**src/rtl/dl_rst_seq.sv**
```systemverilog
// dl_rst_seq - reset sequencer feeding the rst_n inputs of core logic.
//
// Resets are asserted asynchronously, and release is synchronized to clk.
// After release, reset is held for a minimum period. The NUM_OUTS reset
// domains are then released in a staggered order, and completion is flagged.
//
// Ports:
//   clk         single clock; all state changes on posedge
//   rst_n       master reset, active-low, asynchronous assert
//   sw_rst_req  synchronous software reset request, active-high
//   rst_n_out   per-domain active-low reset; bit 0 is released first
//   rst_done    high once every domain is released
//
// state   | meaning
// --------+-----------------------------------------------------------
// SYNC    | waiting for the deassertion synchronizer to fill with ones
// HOLD    | all domains held in reset for HOLD_CYCLES edges
// RELEASE | releasing domains 1..NUM_OUTS-1 every STAGGER_CYCLES edges
// DONE    | all domains released, rst_done high

module dl_rst_seq #(
  parameter int SYNC_STAGES    = 2,
  parameter int HOLD_CYCLES    = 16,
  parameter int STAGGER_CYCLES = 4,
  parameter int NUM_OUTS       = 3
) (
  input  logic                clk,
  input  logic                rst_n,
  input  logic                sw_rst_req,
  output logic [NUM_OUTS-1:0] rst_n_out,
  output logic                rst_done
);

  localparam int MAX_CNT = (HOLD_CYCLES > STAGGER_CYCLES) ? HOLD_CYCLES : STAGGER_CYCLES;
  localparam int CW      = $clog2(MAX_CNT + 1);
  localparam int IW      = $clog2(NUM_OUTS + 1);

  if (SYNC_STAGES < 2 || HOLD_CYCLES < 1 || STAGGER_CYCLES < 1 || NUM_OUTS < 1) begin : g_bad_params
    $error("dl_rst_seq: illegal parameter value");
  end

  typedef enum logic [1:0] {
    SYNC    = 2'd0,
    HOLD    = 2'd1,
    RELEASE = 2'd2,
    DONE    = 2'd3
  } state_t;

  state_t                state_q, state_d;
  logic [SYNC_STAGES-1:0] sync_q;
  logic [CW-1:0]          cnt_q, cnt_d;
  logic [IW-1:0]          idx_q, idx_d;
  logic [NUM_OUTS-1:0]    out_q, out_d;
  logic                   done_q, done_d;
  logic                   sync_rise;

  always_ff @(posedge clk or negedge rst_n) begin
    if (!rst_n) sync_q <= '0;
    else        sync_q <= {sync_q[SYNC_STAGES-2:0], 1'b1};
  end

  // The last stage goes high on the edge that this term is sampled high.
  // Leaving SYNC on that same edge makes HOLD start counting on the
  // next edge, so rst_n_out[0] rises at edge SYNC_STAGES + HOLD_CYCLES.
  assign sync_rise = sync_q[SYNC_STAGES-2] & ~sync_q[SYNC_STAGES-1];

  always_ff @(posedge clk or negedge rst_n) begin
    if (!rst_n) begin
      state_q <= SYNC;
      cnt_q   <= '0;
      idx_q   <= '0;
      out_q   <= '0;
      done_q  <= 1'b0;
    end else begin
      state_q <= state_d;
      cnt_q   <= cnt_d;
      idx_q   <= idx_d;
      out_q   <= out_d;
      done_q  <= done_d;
    end
  end

  always_comb begin
    state_d = state_q;
    cnt_d   = cnt_q;
    idx_d   = idx_q;
    out_d   = out_q;
    done_d  = done_q;

    if (sw_rst_req && state_q != SYNC) begin
      state_d = HOLD;
      cnt_d   = '0;
      idx_d   = '0;
      out_d   = '0;
      done_d  = 1'b0;
    end else begin
      case (state_q)
        SYNC: begin
          if (sync_rise) begin
            state_d = HOLD;
            cnt_d   = '0;
          end
        end
        HOLD: begin
          if (cnt_q == CW'(HOLD_CYCLES - 1)) begin
            out_d[0] = 1'b1;
            idx_d    = IW'(1);
            cnt_d    = '0;
            state_d  = RELEASE;
          end else begin
            cnt_d = cnt_q + 1'b1;
          end
        end
        RELEASE: begin
          // idx_q is the next domain to release; reaching NUM_OUTS means all are out.
          if (idx_q == IW'(NUM_OUTS)) begin
            done_d  = 1'b1;
            state_d = DONE;
          end else if (cnt_q == CW'(STAGGER_CYCLES - 1)) begin
            for (int i = 0; i < NUM_OUTS; i++) begin
              if (IW'(i) == idx_q) out_d[i] = 1'b1;
            end
            idx_d = idx_q + 1'b1;
            cnt_d = '0;
          end else begin
            cnt_d = cnt_q + 1'b1;
          end
        end
        default: ;
      endcase
    end
  end

  assign rst_n_out = out_q;
  assign rst_done  = done_q;

endmodule

```
**config.mk**
```make
export PLATFORM = sky130hd
export DESIGN_NAME = dl_rst_seq
export DESIGN_NICKNAME = d
export VERILOG_FILES = /design/src/rtl/dl_rst_seq.sv
export SDC_FILE = /design/constraint.sdc
export NUM_CORES = 1
export LEC_CHECK = 0
export ABC_AREA = 1
export BUFFER_PORTS_ARGS = -buffer_cell sky130_fd_sc_hd__buf_2
export CAP_MARGIN = 40
export CORE_MARGIN = 5
export CORE_UTILIZATION = 40
export CTS_CLUSTER_SIZE = 14
export DETAILED_ROUTE_END_ITERATION = 12
export GPL_ROUTABILITY_DRIVEN = 1
export PLACE_DENSITY_LB_ADDON = 0.12
export SYNTH_ARGS = -nofsm -noshare
export SYNTH_HDL_FRONTEND = slang
export SYNTH_SLANG_ARGS = --single-unit
```
**constraint.sdc**
```tcl
create_clock -name clk -period 1.51 [get_ports clk]
set_input_delay 0.302 -clock clk [delete_from_list [all_inputs] [get_ports clk]]
set_output_delay 0.302 -clock clk [all_outputs]
set_load 0.02 [all_outputs]
```
Word-level counts from Yosys, hierarchy flattened --
Index checks and enable logic that the tools add are counted.
Word-level totals: logic and storage cells 72, flip-flop bits (word level) 15, output and inout bits 4, input bits 3
Cells by class: bitwise operators 2, add/subtract/negate cells 2, muxes and demuxes 28, reductions and logical operators 18, equal/unequal tests 14
Operators by type and width (count):
- 5-bit two-way mux | 5
- 2-bit two-way mux | 9
- 3-bit inequality test, second input constant | 6
- 4-bit AND reduction | 4
- 5-bit case mux with 3 select lines | 1
- 2-bit nonzero test | 6
- 3-bit two-way mux | 3
- 1-bit two-way mux | 7
- 2-bit case mux with 3 select lines | 1
- 5-bit by 1-bit adder with 5-bit output, second input constant | 1
- 5-bit by 2-bit equality test with 1-bit output, second input constant | 1
- 5-bit by 4-bit equality test with 1-bit output, second input constant | 1
- 5-bit AND reduction | 1
- 2-bit equality test, second input constant | 2
- 2-bit zero test | 2
- 2-bit case mux with 2 select lines | 1
- 4-bit nonzero test | 1
- 3-bit AND reduction | 1
- 3-bit nonzero test | 1
- 2-bit by 1-bit adder with 2-bit output, second input constant | 1
- 1-bit by 2-bit equality test with 1-bit output, first input constant | 1
- 2-bit by 1-bit equality test with 1-bit output, second input constant | 1
- 2-bit equality test, first input constant | 1
- 2-bit inequality test, second input constant | 1
- other kinds (5) | 5

Depth between registers and ports, before layout --
depth after elaboration 6, depth in mapped cells 11, gate-level depth less buffers 11

Worst setup path after synthesis --
OpenSTA, ideal clock, no wires.
kind flip-flop to flip-flop, start register cnt_q[0], end register state_q[0], buffers on the path 0, cell stages (with the launch flop) 12, slack 0.008 ns, data required time 1.433 ns, data arrival time 1.424 ns, library setup time 0.077 ns, period minus slack after synthesis 1.502 ns, path through dfrtp_1 -> ha_1 -> nand2_1 -> nor2_1 -> ha_1 -> inv_1 -> nand2_1 -> o21ai_1 -> nand2_1 -> nand3_1 -> nor2_1 -> a21oi_1
On the way: cells in the longest elaborated chain, start to end 3
RTL lines:
- from (decl) | line 51 | logic [CW-1:0] cnt_q, cnt_d;
- from (signal assigned) | line 76 | cnt_q <= cnt_d;
- 5-bit by 4-bit equality test with 1-bit output | line 105 | if (cnt_q == CW'(HOLD_CYCLES - 1)) begin
- 3-bit inequality test (no source line)
- 4-bit AND reduction (no source line)
- to (signal assigned) | line 75 | state_q <= state_d;
- to (decl) | line 49 | state_t state_q, state_d;
Every way passes these cells. A chain may end at the register's enable or synchronous reset.

Worst setup path after layout --
start register cnt_q[0], end register idx_q[0]
On the way: cells in the longest elaborated chain, start to end 3, elaborated cells between the ends (all ways) 5, those cells by class eq/ne: 4; reduce/logical: 1
RTL lines:
- 5-bit by 2-bit equality test with 1-bit output / 5-bit by 4-bit equality test with 1-bit output (equally long branches) | line 119, 105
- 3-bit inequality test (no source line)
- 4-bit AND reduction (no source line) *
- to (signal assigned) | line 77 | idx_q <= idx_d;
- to (decl) | line 52 | logic [IW-1:0] idx_q, idx_d;
Mark *: on every way between the ends. The rest lies on a longest branch, timed or not.

==> impl_metrics.csv <==
group,metric,value,unit
status,status,"complete, but fails checks",
status,violations,"setup timing",
global_route,overflow,0,
finish,fin_util,56.0,%
synth,synth_most_common_cell,"nand2_1",
finish,fin_nets,173,
synth,yosys-top-cells-count,"nand2_1, inv_1, dfrtp_1, ha_1, nor2_1",
pwr,power_density,1630,nW/µm²
global_route,grt_max_degree,16,
detailed_routing,drt-vias-per-instance,4.72,
finish,area_delta_synth_final,36.1,%
critical_path,cp-start-kind,"flip-flop",
synth,ys_ff_latch,15,
run,maxCapViolations,0,
synth,syn_inst,128,
clocking,clock_sinks,15,
pwr,power.leakage,0.705,nW
synth,syn_avg_cell_area,7.82,µm²
min_path,hp-class,"reg2reg",
synth,ys_async_sr_fraction,100,%
pwr,power,2.22,mW
clocking,clk_latency,0.28,ns
clocking,cts_buffer_depth,2,
detailed_routing,wl,2210,µm
synth,synth_edf_count,0,
detailed_routing,drc,0,
finish,antenna_cells,0,
finish,multiInputGateArea,649,µm²
die,fp-row-count,18,
clocking,clock-root-buffer,"clkbuf_4",
timing,hold-worst-slack,0.388,ns
critical_path,cp-end-kind,"flip-flop",
detailed_routing,num_vias,888,
die,die_h,60.0,µm
timing,rsz0062_at_grt,"true",
placed_design,placed_cell_area,1150,µm²
synth,synth_top_area_share,37.5,%
critical_path,crit_arrival,1.71,ns
global_route,grt_pass1_vias,855,
timing,min_period,1.53,ns
detailed_routing,first_iter_violations,21,
timing,hold_viol_final,0,
die,core-area,2430,µm²
synth,yosys.area.top_type,"dfrtp_1",
timing,fin_crit_sh,101,%
placed_design,place.detailed.hpwl,1590,µm
detailed_routing,drt_first_pass_iters,4,
finish,regArea,375,µm²
critical_path,required,1.69,ns
pwr,peakVddDrop,0.873,mV
synth,yosysWarnings,0,
detailed_routing,antenna_left,0,
placed_design,numPortBuffers,6,
clocking,h-tree-depth,1,
finish,fillCellCount,235,
global_route,antenna_found_initial,0,
clocking,cts_tree,"yes",
detailed_routing,avgRoutedWirePerCell,11.7,µm
die,io_pins,7,
clocking,clkTransAtPathRegs,0.10,ns
critical_path,path_class,"reg2reg",
die,initial_core_util,41.2,%
synth,synth_area,1000,µm²
critical_path,critPathMaxFanout,4,
finish,final_area,1360,µm²
clocking,numCtsBuffers,3,
global_route,grt_pass1_wl,3550,µm
synth,ys_seq_area_share,37.5,%
synth,yosysUniqueCellTypes,19,
timing,slew_viol_final,0,
timing,skew,0.00355,ns
finish,drive_above_1_share,41.8,%
placed_design,gp_congestion,0.785,
synth,synthTopCellsByArea,"dfrtp_1, ha_1, nand2_1",
synth,syn-num-nets,142,
timing,setup_viol,2,
die,chipWidth,60.0,µm
synth,synth_ff_type,"dfrtp_1",
timing,max_freq,654,MHz
timing,fin_ws,-0.0200,ns
die,die_area,3600,µm²
global_route,grtUsageTotal,13.2,%
[worst max-delay path, cell delays in order, from the launching register on]
cell     delay [ns]
dfrtp_1        0.37
ha_2           0.19
nand2_2        0.06
nor2_2         0.10
ha_2           0.18
inv_2          0.05
buf_6          0.11
nand3_4        0.07
nand2_2        0.05
inv_2          0.06
nand3_4        0.07
nand2_1        0.06
o21ai_1        0.05
[power by group]
group	total (mW)	switching (mW)	leakage (nW)	internal (mW)
clock network	0.238	0.140	0.0177	0.0983
logic	1.43	0.813	0.492	0.619
registers	0.548	0.0617	0.195	0.486
[cells by family after synthesis]
group	after synthesis	synth area share, %
other	1	0.375
buffers and inverters	23	9.37
AO/OA/AOI/OAI	14	7.25
AND/OR/NAND/NOR	64	31.8
flip-flops	15	37.5
adder cells (fa/ha/maj)	11	13.7
[layer usage]
metal  GRT usage (%)  wire length, µm  vias up
li1                -                -      460
met1            15.6              950      417
met2            23.8             1180        7
met3            1.94               44        4
met4            4.75               27        0
met5               0                0        -
[through the flow]
stage               TNS [ns]  cells  setup WS, ns
global placement     -0.0118    176      -0.00702
global route          -0.627    188        -0.127
floorplan                  0    128       0.00843
CTS                  -0.0538    182       -0.0267
finish               -0.0311    188       -0.0200
detailed placement    -0.157    176       -0.0450
[path summary, 6_finish.rpt]
path / startpoint / endpoint / slack, ns / depth (start not counted)
worst max-delay path: cnt_q[0] / idx_q[0] / -0.02 / 12
min in group asynchronous: rst_n / state_q[1] / 0.44 / 2
worst max register to register: cnt_q[0] / idx_q[0] / -0.02 / 12
worst min-delay path: sync_q[0] / sync_q[1] / 0.39 / 0
worst min register to register: sync_q[0] / sync_q[1] / 0.39 / 0
max in group asynchronous: rst_n / cnt_q[3] / 0.81 / 2
[cell type report]
| type | count | share of cell area (%) |
|---|---|---|
| well taps | 30 | 2.75 |
| clock buffers | 3 | 1.65 |
| clock inverters | 1 | 0.367 |
| inverters | 22 | 6.06 |
| repair buffers | 26 | 14.0 |
| multi-input cells | 91 | 47.7 |
| flip-flops and latches | 15 | 27.5 |
[sequential cells by signal (all words and copies together), names as in the netlist]
register / flops
sync_q: 2
rst_done: 1
state_q: 2
idx_q: 2
cnt_q: 5
rst_n_out: 3
[placed cells by master (no fill, tap or decap), types with 2 or more instances in the layout]
cell / count
ha_1: 6
ha_2: 3
nand4_1: 2
o21ai_0: 2
inv_1: 16
nand3_1: 6
o21ai_2: 2
buf_4: 17
inv_2: 6
nand3_4: 3
dfrtp_1: 15
buf_2: 6
ha_4: 2
nor2_4: 3
nand2_1: 26
nand2_4: 2
nor2_1: 8
nor2_2: 2
nand3_2: 5
clkbuf_4: 3
a21oi_1: 3
o21ai_1: 4
buf_6: 2
a31oi_1: 2
nand2_2: 8
[what timing repair did]
item	4_1_cts	5_1_grt
endpoints found under the setup margin	8	12
hold buffers	1	0
gates cloned	0	1
buffers inserted	1	5
endpoints found under the hold margin	15	0
pin swaps	9	9
resized for setup	11	21
(Power assumes the default switching activity.)
